**src/rtl/mem_arbiter.sv**
```systemverilog
// Shares one memory port between the I-cache and D-cache: one 4-word line
// transaction at a time, D-cache favoured, with a streak cap so I is not starved.
module mem_arbiter #(
  parameter int WORD_SIZE    = 16,
  parameter int MEM_LATENCY  = 2,
  parameter int MAX_D_STREAK = 4
) (
  input  logic                   clk,
  input  logic                   reset_n,
  input  logic                   i_read,
  input  logic [15:0]            i_addr,
  output logic [4*WORD_SIZE-1:0] i_rdata,
  output logic                   i_done,
  input  logic                   d_read,
  input  logic                   d_write,
  input  logic [15:0]            d_addr,
  input  logic [4*WORD_SIZE-1:0] d_wdata,
  output logic [4*WORD_SIZE-1:0] d_rdata,
  output logic                   d_done,
  output logic                   mem_readM,
  output logic                   mem_writeM,
  output logic [15:0]            mem_addr,
  output logic [4*WORD_SIZE-1:0] mem_wdata,
  input  logic [4*WORD_SIZE-1:0] mem_rdata,
  output logic [15:0]            num_mem_access
);
  // state | meaning
  // IDLE  | sample requests, pick a winner, launch strobe
  // BUSY  | strobe held, latency counter running down
  // DONE  | owner's done pulse high for this one cycle
  typedef enum logic [1:0] {IDLE, BUSY, DONE} state_t;

  localparam int LAT_W = (MEM_LATENCY > 1) ? $clog2(MEM_LATENCY) : 1;
  localparam int STK_W = $clog2(MAX_D_STREAK + 1);

  state_t           state;
  logic [LAT_W-1:0] lat_cnt;
  logic [STK_W-1:0] streak;
  logic             own_d;
  logic             d_req;
  logic             grant_d;
  logic             unused_addr_bits;

  assign unused_addr_bits = ^{i_addr[1:0], d_addr[1:0]};

  always_comb begin
    d_req   = d_read | d_write;
    grant_d = d_req & (~i_read | (streak != STK_W'(MAX_D_STREAK)));
  end

  always_ff @(posedge clk or negedge reset_n) begin
    if (!reset_n) begin
      state          <= IDLE;
      lat_cnt        <= '0;
      streak         <= '0;
      own_d          <= 1'b0;
      i_rdata        <= '0;
      i_done         <= 1'b0;
      d_rdata        <= '0;
      d_done         <= 1'b0;
      mem_readM      <= 1'b0;
      mem_writeM     <= 1'b0;
      mem_addr       <= '0;
      mem_wdata      <= '0;
      num_mem_access <= '0;
    end else begin
      case (state)
        IDLE: begin
          if (d_req || i_read) begin
            own_d   <= grant_d;
            lat_cnt <= LAT_W'(MEM_LATENCY - 1);
            state   <= BUSY;
            if (grant_d) begin
              mem_addr <= {d_addr[15:2], 2'b00};
              // a simultaneous read+write is a write-back; the fill follows later
              mem_writeM <= d_write;
              mem_readM  <= ~d_write;
              if (d_write)
                mem_wdata <= d_wdata;
              streak <= i_read ? streak + STK_W'(1) : '0;
            end else begin
              mem_addr   <= {i_addr[15:2], 2'b00};
              mem_readM  <= 1'b1;
              mem_writeM <= 1'b0;
              streak     <= '0;
            end
          end
        end
        BUSY: begin
          if (lat_cnt == '0) begin
            mem_readM      <= 1'b0;
            mem_writeM     <= 1'b0;
            num_mem_access <= num_mem_access + 16'd1;
            state          <= DONE;
            if (own_d) begin
              d_done <= 1'b1;
              if (!mem_writeM)
                d_rdata <= mem_rdata;
            end else begin
              i_done  <= 1'b1;
              i_rdata <= mem_rdata;
            end
          end else begin
            lat_cnt <= lat_cnt - LAT_W'(1);
          end
        end
        DONE: begin
          i_done <= 1'b0;
          d_done <= 1'b0;
          state  <= IDLE;
        end
        default: state <= IDLE;
      endcase
    end
  end
endmodule

```
**config.mk**
```make
export PLATFORM = sky130hd
export DESIGN_NAME = mem_arbiter
export DESIGN_NICKNAME = d
export VERILOG_FILES = /design/src/rtl/mem_arbiter.sv
export SDC_FILE = /design/constraint.sdc
export NUM_CORES = 1
export LEC_CHECK = 0
export ABC_CLOCK_PERIOD_IN_PS = 2130
export BUFFER_PORTS_ARGS = -buffer_cell sky130_fd_sc_hd__buf_2
export CAP_MARGIN = 20
export CORE_MARGIN = 1
export CORE_UTILIZATION = 32
export CTS_CLUSTER_SIZE = 30
export DETAILED_ROUTE_END_ITERATION = 16
export HOLD_SLACK_MARGIN = 0.03
export PLACE_DENSITY = 0.65
export SYNTH_ARGS = -nofsm -noshare
export SYNTH_HDL_FRONTEND = slang
export SYNTH_SLANG_ARGS = --single-unit
export TNS_END_PERCENT = 1
```
**constraint.sdc**
```tcl
create_clock -name clk -period 2.13 [get_ports clk]
set_input_delay 0.426 -clock clk [delete_from_list [all_inputs] [get_ports clk]]
set_output_delay 0.426 -clock clk [all_outputs]
set_load 0.03 [all_outputs]
```
Word level (Yosys, flattened, before mapping) --
Index checks and enable logic that the tools add are counted.
Word-level totals: bits in registers 235, bits in latches 0, bits in writable memories 0, ROM bits 0, output and inout port bits 228, memories kept 0
Operators by class: $add $sub $neg 3, $mul 0, divide/modulo/power cells 0, magnitude comparators 0, equality and inequality tests 7, shift operators 0, muxes and demuxes 22, bitwise logic cells 8, reductions and logical operators 14
Operator list (count):
- $add 16x1->16 const B | 1
- $mux 16 | 1
- $reduce_and 3->1 | 4
- $mux 1 | 11
- $pmux 1 s2 | 5
- $ne 2x2->1 const B | 4
- $reduce_and 2->1 | 4
- $reduce_and 4->1 | 2
- $mux 3 | 2
- $not 1->1 | 5
- $mux 2 | 2
- $pmux 2 s2 | 1
- $reduce_bool 2->1 | 2
- $add 3x1->3 const B | 1
- $ne 3x3->1 const B | 1
- $eq 2x1->1 const B | 1
- $eq 2x2->1 const B | 1
- $logic_not 2->1 | 1
- $or 1x1->1 | 2
- $and 1x1->1 | 1
- $logic_or 1x1->1 | 1
- $sub 1x1->1 const B | 1

Logic depth before layout (Yosys ltp) --
Gate-level depths: netlist of run 1.
depth after elaboration 6, gate-level depth with buffers 8

Worst setup path before layout of run 1 --
No wires, ideal clock.
path type register -> register, from register state[1], to register d_rdata[0], setup time 125 ps, arrival 1625 ps, slack 380 ps, stages on the path, launching flop included 7, clock period less this slack 1750 ps, cell sequence dfrtp_1 and2b_2 nand2_4 or3_4 buf_8 buf_12 mux2_4
Between the ends: longest elaborated chain between the ends 2
Ends and longest elaborated chain:
- start: declaration | RTL line 36 | state_t state;
- start signal: assignment | RTL line 53 | state <= IDLE;
- start signal: assignment | RTL line 72 | state <= BUSY;
- start signal: assignment | RTL line 94 | state <= DONE;
- $eq 2x1->1 | RTL line 67 | case (state)
- $reduce_and 4->1 (no line)
- end signal: assignment | RTL line 98 | d_rdata <= mem_rdata;
- end: declaration | RTL line 18 | output logic [4*WORD_SIZE-1:0] d_rdata,
Every way passes these cells. A chain may end at the register's enable or synchronous reset.

Worst setup path after layout of run 1 --
from register state[1], to register d_rdata[59]
Same word-level chain as after synthesis.

==> out/qor.yml, run 1 <==
clock_network:
  clk_pin_slew_ns: 0.06
  cts_root_buffer: "clkbuf_16"
  numCtsBuffers: 26
  cts_htree_levels: 1
  postCtsSetupBuffers: 0
  clkSinkCount: 233
  insertion_delay_ns: 0.52
  cts.path.max_buffers: 3
  cts_tree: "built"
floorplanning:
  fp.dieH_um: 172
  rows: 61
  initial_utilization: 0.329
  io-pin-count: 393
  die_area_um2: 29600
  coreArea_um2: 28100
  die_w_um: 172
place:
  place_ws_ns: 0.0835
  numPortBuffers: 386
  dp_hpwl_mm: 16.4
  gp_congestion: 0.723
  placed_area_um2: 11600
critical_path:
  max_stage_delay_ns: 0.42
  crit_fanout: 48
  cp_cell_sequence: "and2b_2 -> nand2_4 -> or3_4 -> buf_12 -> mux2_4"
  cp.arrival_ns: 2.31
  crit_type: "register to register"
  end_kind: "register"
  slowest_stage: "dfrtp_1"
  crit_required_ns: 2.53
  critPathLaunchType: "register"
drt:
  vias: 6329
  viasPerCell: 4.53
  drc: 0
  wl_per_cell_um: 16.3
  dr.pass1.iters: 4
  wl_mm: 22.8
  drt-initial-drc-count: 230
  final_antenna_net_count: 0
logic_synthesis:
  synth_top_family_by_area: "multiplexers"
  synthAdderAreaFrac: 0.00406
  synth-xor-area-share: 0.0142
  avgSynthCellArea_um2: 15.4
  syn-cell-area_um2: 9250
  yosysSeqAreaShare: 0.630
  synth.distinct_cells: 36
  synthCells: 600
  ys_warn_count: 0
  synth_mux_area_frac: 0.258
  synth_seq_cells: 233
  synth_compound_area_frac: 0.0242
  synth-simple-area-share: 0.0384
global_route:
  grt_max_degree: 56
  grt_overflow: 0
  grt_use_total: 0.145
  antenna_found_initial: 0
  grt_first_pass_wirelength_mm: 33.8
  grt_pass1_vias: 6374
cells_and_area:
  final_common_cell: "buf_2"
  seq_area_um2: 5830
  final_cell_area_um2: 12500
  final.fill_count: 2611
  post-route-util: 0.445
  layout_common_cells: "385 x buf_2, 233 x dfrtp_1, 132 x mux2_2, 60 x mux2_4"
  multi_input_area_um2: 3160
  nNetsFinal: 1170
  drive_above_1_share: 0.627
  area_growth_pct: 35.1
  antennaDiodeCount: 0
timing:
  setup_ws_ns: 0.221
  skew_ns: 0.00913
  hold_violations: 0
  rsz0062_at_grt: "no"
  finalSetupTns_ns: 0
  worst_pin_slew_ns: 0.688
  maxSlewViolCount: 0
  finalCritPeriodShare: 0.896
  fmax_ghz: 0.524
  setup_violations: 0
  max_slew_margin: 0.542
  final.min_clock_period_ns: 1.91
power_and_ir_drop:
  peakVddDrop_mv: 0.908
  pwr_density_cell_nw_per_um2: 1880
  finalPower_mw: 23.5
  leakagePower_nw: 6.27
job:
  max-cap-violations: 0
min_path:
  hold_class: "input port to register"
status:
  status: "finished, final reports clean"
per-stage QoR:
stage	instances	hold slack, ns
after floorplan	601	0.130
after global placement	1351	0.401
after detailed placement	1351	0.406
after CTS	1397	0.102
after global routing	1397	0.110
final	1397	0.133
routing by layer:
| layer | GRT usage | up-vias | part of all wire |
|---|---|---|---|
| met2 | 0.251 | 294 | 0.48 |
| met1 | 0.169 | 3119 | 0.39 |
| met5 | 0 | - | 0 |
| li1 | - | 2880 | - |
| met3 | 0.0501 | 36 | 0.10 |
| met4 | 0.0427 | 0 | 0.023 |
flip-flops by register name (all words and copies together), names as in the netlist:
signal and count:
mem_readM 1, mem_addr 14, d_done 1, own_d 1, state 2, mem_writeM 1, d_rdata 64, num_mem_access 16
lat_cnt 1, mem_wdata 64, i_done 1, i_rdata 64, streak 3
worst max-delay path: cells and delay by family (launching register included):
family                 cells  cell delay (ns)
AND/OR/NAND/NOR            3             0.73
flip-flops                 1             0.42
multiplexers               1             0.35
buffers and inverters      1             0.22
synthesized netlist by cell type:
| library cell | instances | area (um2) |
|---|---|---|
| o21ai_0 | 7 | 35.0 |
| buf_8 | 1 | 15.0 |
| buf_12 | 6 | 120 |
| o21a_1 | 1 | 7.51 |
| nor3_1 | 1 | 5.00 |
| nor2_1 | 19 | 71.3 |
| nand3_1 | 10 | 50.1 |
| buf_2 | 15 | 75.1 |
| nand2_4 | 1 | 11.3 |
| or2_0 | 1 | 6.26 |
| nand2_1 | 28 | 105 |
| or2_2 | 1 | 6.26 |
| mux2_4 | 60 | 901 |
| clkbuf_1 | 6 | 22.5 |
| nor4b_1 | 2 | 17.5 |
| o21ai_2 | 1 | 8.76 |
| nor2_2 | 1 | 6.26 |
| and2b_2 | 1 | 8.76 |
| clkinv_1 | 1 | 3.75 |
| xor2_1 | 6 | 52.6 |
| nor4_1 | 1 | 6.26 |
| or3_4 | 1 | 11.3 |
| a21oi_1 | 28 | 140 |
| a21boi_0 | 1 | 7.51 |
| o22ai_1 | 3 | 18.8 |
| inv_1 | 8 | 30.0 |
| buf_4 | 2 | 15.0 |
| a31oi_1 | 1 | 6.26 |
| dfrtp_1 | 233 | 5830 |
| conb_1 | 1 | 3.75 |
| and3_1 | 3 | 18.8 |
| ha_1 | 3 | 37.5 |
| mux2_2 | 132 | 1490 |
| and2_0 | 1 | 6.26 |
| nand4_1 | 4 | 25.0 |
| xnor2_1 | 9 | 78.8 |
kinds of logic after synthesis:
| kind of cell | count (synthesis) |
|---|---|
| and+or+nand+nor | 75 |
| AOI/OAI and AO/OA | 42 |
| buffers and inverters | 39 |
| DFF | 233 |
| adders and majority gates | 3 |
| other | 1 |
| xor gates and xnor gates | 15 |
| muxes | 192 |
where the power goes:
group	switching, mW	internal [mW]
combinational	6.98	4.29
clock	1.75	2.65
sequential	1.17	6.62
total	9.90	13.6
final cells by class:
| type | count | area share |
|---|---|---|
| multi-input cells | 329 | 0.253 |
| flip-flops and latches | 233 | 0.467 |
| well taps | 378 | 0.0378 |
| clock inverters | 8 | 0.00771 |
| repair buffers | 403 | 0.173 |
| inverters | 9 | 0.00270 |
| clock buffers | 37 | 0.0595 |
what timing repair did:
| item | in CTS | in global routing |
|---|---|---|
| hold buffers | 1 | 0 |
| endpoints found under the setup margin | 0 | 3 |
| gates resized for setup | 0 | 1 |
| endpoints found under the hold margin | 49 | 0 |
worst paths after layout:
check	startpoint	to	slack [ns]	cells after the start
setup / recovery	state[1]	d_rdata[59]	0.22	5
hold / removal	d_wdata[2]	mem_wdata[2]	0.13	2
setup reg to reg	state[1]	d_rdata[59]	0.22	5
hold reg to reg	num_mem_access[15]	num_mem_access[15]	0.47	1
max in group asynchronous	reset_n	i_rdata[33]	1.04	3
min in group asynchronous	reset_n	d_rdata[15]	0.44	2
No activity file was read; power rests on OpenSTA's default activity.
==> run 2: changes to the inputs <==
--- a/config.mk
+++ b/config.mk
@@ -10,6 +10,7 @@
 export CAP_MARGIN = 20
 export CORE_MARGIN = 1
 export CORE_UTILIZATION = 32
+export CTS_BUF_LIST = sky130_fd_sc_hd__clkbuf_16
 export CTS_CLUSTER_SIZE = 30
 export DETAILED_ROUTE_END_ITERATION = 16
 export HOLD_SLACK_MARGIN = 0.03
@@ -17,4 +18,3 @@
 export SYNTH_ARGS = -nofsm -noshare
 export SYNTH_HDL_FRONTEND = slang
 export SYNTH_SLANG_ARGS = --single-unit
-export TNS_END_PERCENT = 1
==> out/qor.yml, run 2 (same netlist as run 1, synthesis figures left out) <==
status:
  status: "finished, final reports clean"
critical_path:
  cp.arrival_ns: 2.30  # about the same
  timing.rr.start: "state[1]"
  crit_family: "simple AND/OR/NAND/NOR gates"
  end_kind: "register"
  critPathLaunchType: "register"
  r2r_end: "d_rdata[59]"
  crit_type: "register to register"
  crit_required_ns: 2.53  # about the same
  crit_buf_inv: 1  # unchanged
  max_stage_delay_ns: 0.42  # about the same
  reg2regPathDepth: 5  # unchanged
  r2r_setup_slack_ns: 0.22  # about the same
  cp_cell_sequence: "and2b_2 -> nand2_4 -> or3_4 -> buf_12 -> mux2_4"
  slowest_stage: "dfrtp_1"
  crit_fanout: 48  # unchanged
drt:
  drt-initial-drc-count: 225  # -2.2%
  wl_mm: 22.8  # about the same
  wl_per_cell_um: 16.3  # about the same
  final_antenna_net_count: 0  # unchanged
  viasPerCell: 4.52  # -0.17%
  vias: 6318  # -0.17%
  dr.pass1.iters: 4  # unchanged
  drc: 0  # unchanged
place:
  dp_hpwl_mm: 16.4  # unchanged
  place_ws_ns: 0.0835  # unchanged
  gp_congestion: 0.723  # unchanged
  place_inst: 1351  # unchanged
  numPortBuffers: 386  # unchanged
timing:
  rsz0062_at_grt: "no"
  max_slew_margin: 0.542  # unchanged
  hold_violations: 0  # unchanged
  setup_ws_ns: 0.223  # +0.00202 ns
  final.min_clock_period_ns: 1.91  # -0.00202 ns
  fmax_ghz: 0.524  # +0.11%
  maxSlewViolCount: 0  # unchanged
  setup_violations: 0  # unchanged
  finalSetupTns_ns: 0  # unchanged
  worst_pin_slew_ns: 0.688  # unchanged
  skew_ns: 0.00905  # -0.0000783 ns
  finalCritPeriodShare: 0.895  # -0.000948
power_and_ir_drop:
  peakVddDrop_mv: 0.908  # about the same
  leakagePower_nw: 6.29  # +0.19%
  pwr_density_cell_nw_per_um2: 1870  # -0.36%
  finalPower_mw: 23.3  # -0.60%
clock_network:
  clkSinkCount: 233  # unchanged
  numCtsBuffers: 26  # unchanged
  cts.path.max_buffers: 3  # unchanged
  postCtsSetupBuffers: 0  # unchanged
  cts_htree_levels: 1  # unchanged
  insertion_delay_ns: 0.52  # about the same
  clk_pin_slew_ns: 0.06  # about the same
  cts_root_buffer: "clkbuf_16"
  cts_tree: "built"
floorplanning:
  io-pin-count: 393  # unchanged
  rows: 61  # unchanged
  initial_utilization: 0.329  # unchanged
  fp.dieH_um: 172  # unchanged
  die_w_um: 172  # unchanged
  die_area_um2: 29600  # unchanged
  coreArea_um2: 28100  # unchanged
global_route:
  grt_pass1_vias: 6376  # +0.031%
  grt_overflow: 0  # unchanged
  antenna_found_initial: 0  # unchanged
  grt_max_degree: 56  # unchanged
  grt_use_total: 0.145  # +0.000150
  grt_first_pass_wirelength_mm: 33.8  # +0.10%
cells_and_area:
  antennaDiodeCount: 0  # unchanged
  stdcell_count: 1397  # unchanged
  reg.largest.list: "d_rdata (64), i_rdata (64), mem_wdata (64)"
  drive_above_1_share: 0.624  # -0.00294
  nNetsFinal: 1170  # unchanged
  area_growth_pct: 34.8
  final_common_cell: "buf_2"
  final.fill_count: 2615  # +0.15%
  layout_common_cells: "385 x buf_2, 233 x dfrtp_1, 132 x mux2_2, 60 x mux2_4"
min_path:
  hold_end: "mem_wdata[2]"
  hold_class: "input port to register"
  hp-start: "d_wdata[2]"
  hold_depth: 2  # unchanged
job:
  max-cap-violations: 0  # unchanged
-- run 2: worst max-delay path by stage --
stage	start	to	slack, ns	cells past startpoint
global route	state[1]	d_rdata[60]	0.18	5
global placement	d_write	mem_addr[4]	0.15	5
detailed placement	d_write	mem_addr[13]	0.08	5
finish	state[1]	d_rdata[59]	0.22	5
floorplan	state[1]	d_rdata[0]	0.38	6
CTS	streak[0]	mem_addr[13]	0.18	6
-- run 2: repair_timing --
| item | 4_1_cts | 5_1_grt |
|---|---|---|
| hold buffers | 1 | 0 |
| hold endpoints to repair | 49 | 0 |
| endpoints found under the setup margin | 0 | 3 |
| resized for setup | 0 | 1 |
-- run 2: worst reg2reg max path: cells and delay by family, from the launching register on --
| kind | cells | cell delay (ns) |
|---|---|---|
| multiplexers | 1 | 0.41 |
| buffers and inverters | 1 | 0.23 |
| AND/OR/NAND/NOR | 3 | 0.73 |
| flip-flops | 1 | 0.42 |
-- run 2: layer usage --
metal  share of wire  wire length [um]  GRT usage
met1            0.39              8900      0.169
met4           0.023               525     0.0427
met5               0                 0          0
met3            0.10              2370     0.0501
met2            0.48             11000      0.252
-- run 2: area by class of cell --
class | count | area [um2] | area share
inverter | 9 | 33.8 | 0.00271
clock buffer | 27 | 676 | 0.0542
sequential | 233 | 5830 | 0.468
tap | 378 | 473 | 0.0379
multi-input combinational | 329 | 3160 | 0.254
clock inverter | 18 | 134 | 0.0107
timing repair buffer | 403 | 2160 | 0.173
-- run 2: where the power goes --
group,leakage (nW),total (mW),internal [mW],switching (mW)
registers,2.77,7.79,6.62,1.18
logic,3.10,11.3,4.29,6.98
clock network,0.423,4.26,2.51,1.74
-- run 2: per-stage QoR --
stage | cell area, um2 | hold WS [ns] | utilization
floorplan | 9260 | 0.130 | -
global placement | 11600 | 0.401 | 0.415
detailed placement | 11600 | 0.406 | 0.415
CTS | 12500 | 0.102 | 0.444
global route | 12500 | 0.110 | 0.444
finish | 12500 | 0.132 | 0.444
==> run 3: changes to the inputs <==
--- a/config.mk
+++ b/config.mk
@@ -5,6 +5,7 @@
 export SDC_FILE = /design/constraint.sdc
 export NUM_CORES = 1
 export LEC_CHECK = 0
+export ABC_AREA = 1
 export ABC_CLOCK_PERIOD_IN_PS = 2130
 export BUFFER_PORTS_ARGS = -buffer_cell sky130_fd_sc_hd__buf_2
 export CAP_MARGIN = 20
@@ -18,3 +19,4 @@
 export SYNTH_ARGS = -nofsm -noshare
 export SYNTH_HDL_FRONTEND = slang
 export SYNTH_SLANG_ARGS = --single-unit
+export TNS_END_PERCENT = 1
==> out/qor.yml, run 3 <==
power_and_ir_drop:
  intPower_mw: 12.1  # -10%
  p_clk_frac: 0.188  # +0.005
  pwr_density_cell_nw_per_um2: 1810  # -3.1%
  peakVddDrop_mv: 0.862  # -5.0%
  sequentialPowerShare: 0.339  # +0.005
  leakagePower_nw: 7.00  # +11%
  p_sw_frac: 0.466  # +0.0416
  power_frac_comb: 0.472  # -0.011
  p_switching_mw: 10.5  # +6.5%
logic_synthesis:
  yosys-top-cells-area: "dfrtp_1 62%, nand2_1 15%, o21ai_2 5.6%"
  synth.distinct_cells: 27  # -25%
  yosysSeqAreaShare: 0.619  # -0.0108
  synth_edf_count: 0  # unchanged
  yosys.area.top_type: "dfrtp_1"
  ys_warn_count: 0  # unchanged
  yosys.cell_count.top_type: "nand2_1"
  synth_commonest_cells: "374 x nand2_1, 233 x dfrtp_1, 84 x inv_1, 69 x o21ai_1, 60 x o21ai_2"
  ys.flop_type: "dfrtp_1"
  async_flop_share: 1.00  # unchanged
  avgSynthCellArea_um2: 9.64  # -37%
  synthCells: 976  # +63%
  synth_top_cell_area_share: 0.619  # -0.0108
  synth_seq_cells: 233  # unchanged
  syn-cell-area_um2: 9410  # +1.7%
global_route:
  grtUsageMet1: 0.206  # +0.0373
  grt_use_total: 0.161  # +0.0162
  met3_usage: 0.0452  # -0.00495
  gr-usage-met2: 0.270  # +0.0180
  grt_max_degree: 130  # +130%
  antenna_found_initial: 2  # +2
  top_usage_layer: "met2"
  grt_pass1_vias: 7667  # +20%
  grt_overflow: 0  # unchanged
  grt_first_pass_wirelength_mm: 39.9  # +18%
floorplanning:
  initial_utilization: 0.326  # -0.00320
  coreArea_um2: 28900  # +2.7%
  io-pin-count: 393  # unchanged
  die_w_um: 174  # +0.86%
  fp.dieH_um: 174  # +0.86%
  die_area_um2: 30100  # +1.7%
  rows: 62  # +1.6%
clock_network:
  cts.path.max_buffers: 3  # unchanged
  post_cts_resized: 0  # unchanged
  numCtsBuffers: 26  # unchanged
  cts_htree_levels: 1  # unchanged
  cts_tree: "built"
  cts_root_buffer: "clkbuf_16"
  clk_pin_slew_ns: 0.06  # about the same
  insertion_delay_ns: 0.52  # about the same
  ctsHoldBuffers: 1  # unchanged
  clkSinkCount: 233  # unchanged
  postCtsSetupBuffers: 0  # unchanged
place:
  gp_congestion: 0.810  # +12%
  place_inst: 1711  # +27%
  dp_hpwl_mm: 17.4  # +6.1%
  numPortBuffers: 386  # unchanged
critical_path:
  cp.arrival_ns: 2.13  # -0.17 ns
  cp_cell_sequence: "inv_1 -> nand2_2 -> nor2_8 -> nand3b_4 -> buf_12 -> nand2_1 -> o21ai_2"
  crit_type: "register to register"
  crit_fanout: 128  # +170%
  slowest_stage: "dfrtp_1"
  critPathLaunchType: "register"
  max_stage_delay_ns: 0.39  # -0.03 ns
  crit_required_ns: 2.52  # about the same
  end_kind: "register"
drt:
  dr.pass1.iters: 4  # unchanged
  wl_mm: 24.6  # +7.7%
  final_antenna_net_count: 0  # unchanged
  drt-initial-drc-count: 368  # +64%
  drc: 0  # unchanged
  vias: 7723  # +22%
  viasPerCell: 4.39  # -3.0%
  wl_per_cell_um: 14.0  # -15%
cells_and_area:
  nNetsFinal: 1524  # +30%
  layout_common_cells: "385 x buf_2, 374 x nand2_1, 233 x dfrtp_1, 90 x inv_1, 69 x o21ai_1"
  reg.largest.list: "d_rdata (64), i_rdata (64), mem_wdata (64)"
  final.fill_count: 2906  # +11%
  final_common_cell: "buf_2"
  drive_above_1_share: 0.365  # -0.260
  area_growth_pct: 32.6
  stdcell_count: 1760  # +26%
timing:
  hold_violations: 0  # unchanged
  finalCritPeriodShare: 0.818  # -0.0769
  maxSlewViolCount: 0  # unchanged
  finalSetupTns_ns: 0  # unchanged
  max_slew_margin: 0.473  # -0.0682
  final.min_clock_period_ns: 1.74  # -0.164 ns
  setup_violations: 0  # unchanged
  fmax_ghz: 0.574  # +9.4%
  worst_pin_slew_ns: 0.790  # +0.102 ns
  skew_ns: 0.0132  # +0.00420 ns
  rsz0062_at_grt: "no"
status:
  status: "finished, final reports clean"
job:
  max-cap-violations: 0  # unchanged
min_path:
  hold_class: "input port to register"
[run 3: cell types whose count changed in the layout (fill, tap and decap cells not counted), moves of 5 or more]
cell | previous run | this run
inv_1 | 15 | 90
mux2_2 | 132 | 0
mux2_4 | 60 | 0
nand2_1 | 28 | 374
nor2_1 | 19 | 31
o21ai_1 | 0 | 69
o21ai_2 | 1 | 60
xnor2_1 | 9 | 4
[run 3: critical path: cells and delay by family (launching register included)]
kind,cells,cell delay [ns]
AND/OR/NAND/NOR,4,0.60
flip-flops,1,0.39
buffers and inverters,2,0.36
AO/OA/AOI/OAI,1,0.06
[run 3: area by class of cell]
class,count,area [um2],area share
diodes,2,5.00,0.000401
clock inverters,19,131,0.0105
well taps,384,480,0.0385
multi-input cells,610,2900,0.232
repair buffers,400,2140,0.171
flip-flops and latches,233,5830,0.467
inverters,85,319,0.0256
clock buffers,27,676,0.0541
[run 3: final timing paths]
path | start | cells past startpoint | to | slack [ns]
worst max register to register | state[1] | 7 | d_rdata[45] | 0.39
worst min register to register | mem_wdata[10] | 2 | mem_wdata[10] | 0.47
min in group asynchronous | reset_n | 2 | d_rdata[13] | 0.42
worst min-delay path | d_wdata[45] | 3 | mem_wdata[45] | 0.09
worst max-delay path | state[1] | 7 | d_rdata[45] | 0.39
max in group asynchronous | reset_n | 3 | num_mem_access[9] | 1.02
[run 3: per-stage QoR]
step / hold slack [ns] / worst slack [ns] / utilization / cell area [um2] / total power [mW]
4_1_cts: 0.0591 / 0.461 / 0.432 / 12500 / 22.9
6_report: 0.0923 / 0.387 / 0.432 / 12500 / 22.6
5_1_grt: 0.0765 / 0.317 / 0.432 / 12500 / 24.1
2_1_floorplan: 0.130 / 0.741 / - / 9420 / 15.3
3_5_place_dp: 0.373 / 0.486 / 0.404 / 11700 / 18.5
3_3_place_gp: 0.368 / 0.530 / 0.404 / 11700 / 18.3
[run 3: power groups by stage]
stage / registers [mW] / logic, mW / clock network (mW)
final: 7.68 / 10.7 / 4.26
after global routing: 7.93 / 11.6 / 4.60
after CTS: 7.69 / 10.8 / 4.41
after detailed placement: 7.70 / 10.8 / 0
after global placement: 7.65 / 10.6 / 0
after floorplan: 11.7 / 3.61 / 0
[run 3: layer usage]
metal	up-vias	share of wire
li1	3807	-
met1	3565	0.43
met2	313	0.46
met3	38	0.088
met4	0	0.020
met5	-	0
[run 3: cell families (layout without fill, tap and decap cells)]
group | Yosys count | in the layout | share of synthesized area
and+or+nand+nor | 426 | 426 | 0.178
other | 1 | 4 | 0.000398
AOI/OAI and AO/OA | 167 | 167 | 0.113
xor gates and xnor gates | 12 | 12 | 0.0112
DFF | 233 | 233 | 0.619
adders and majority gates | 3 | 3 | 0.00399
buffers and inverters | 134 | 531 | 0.0739
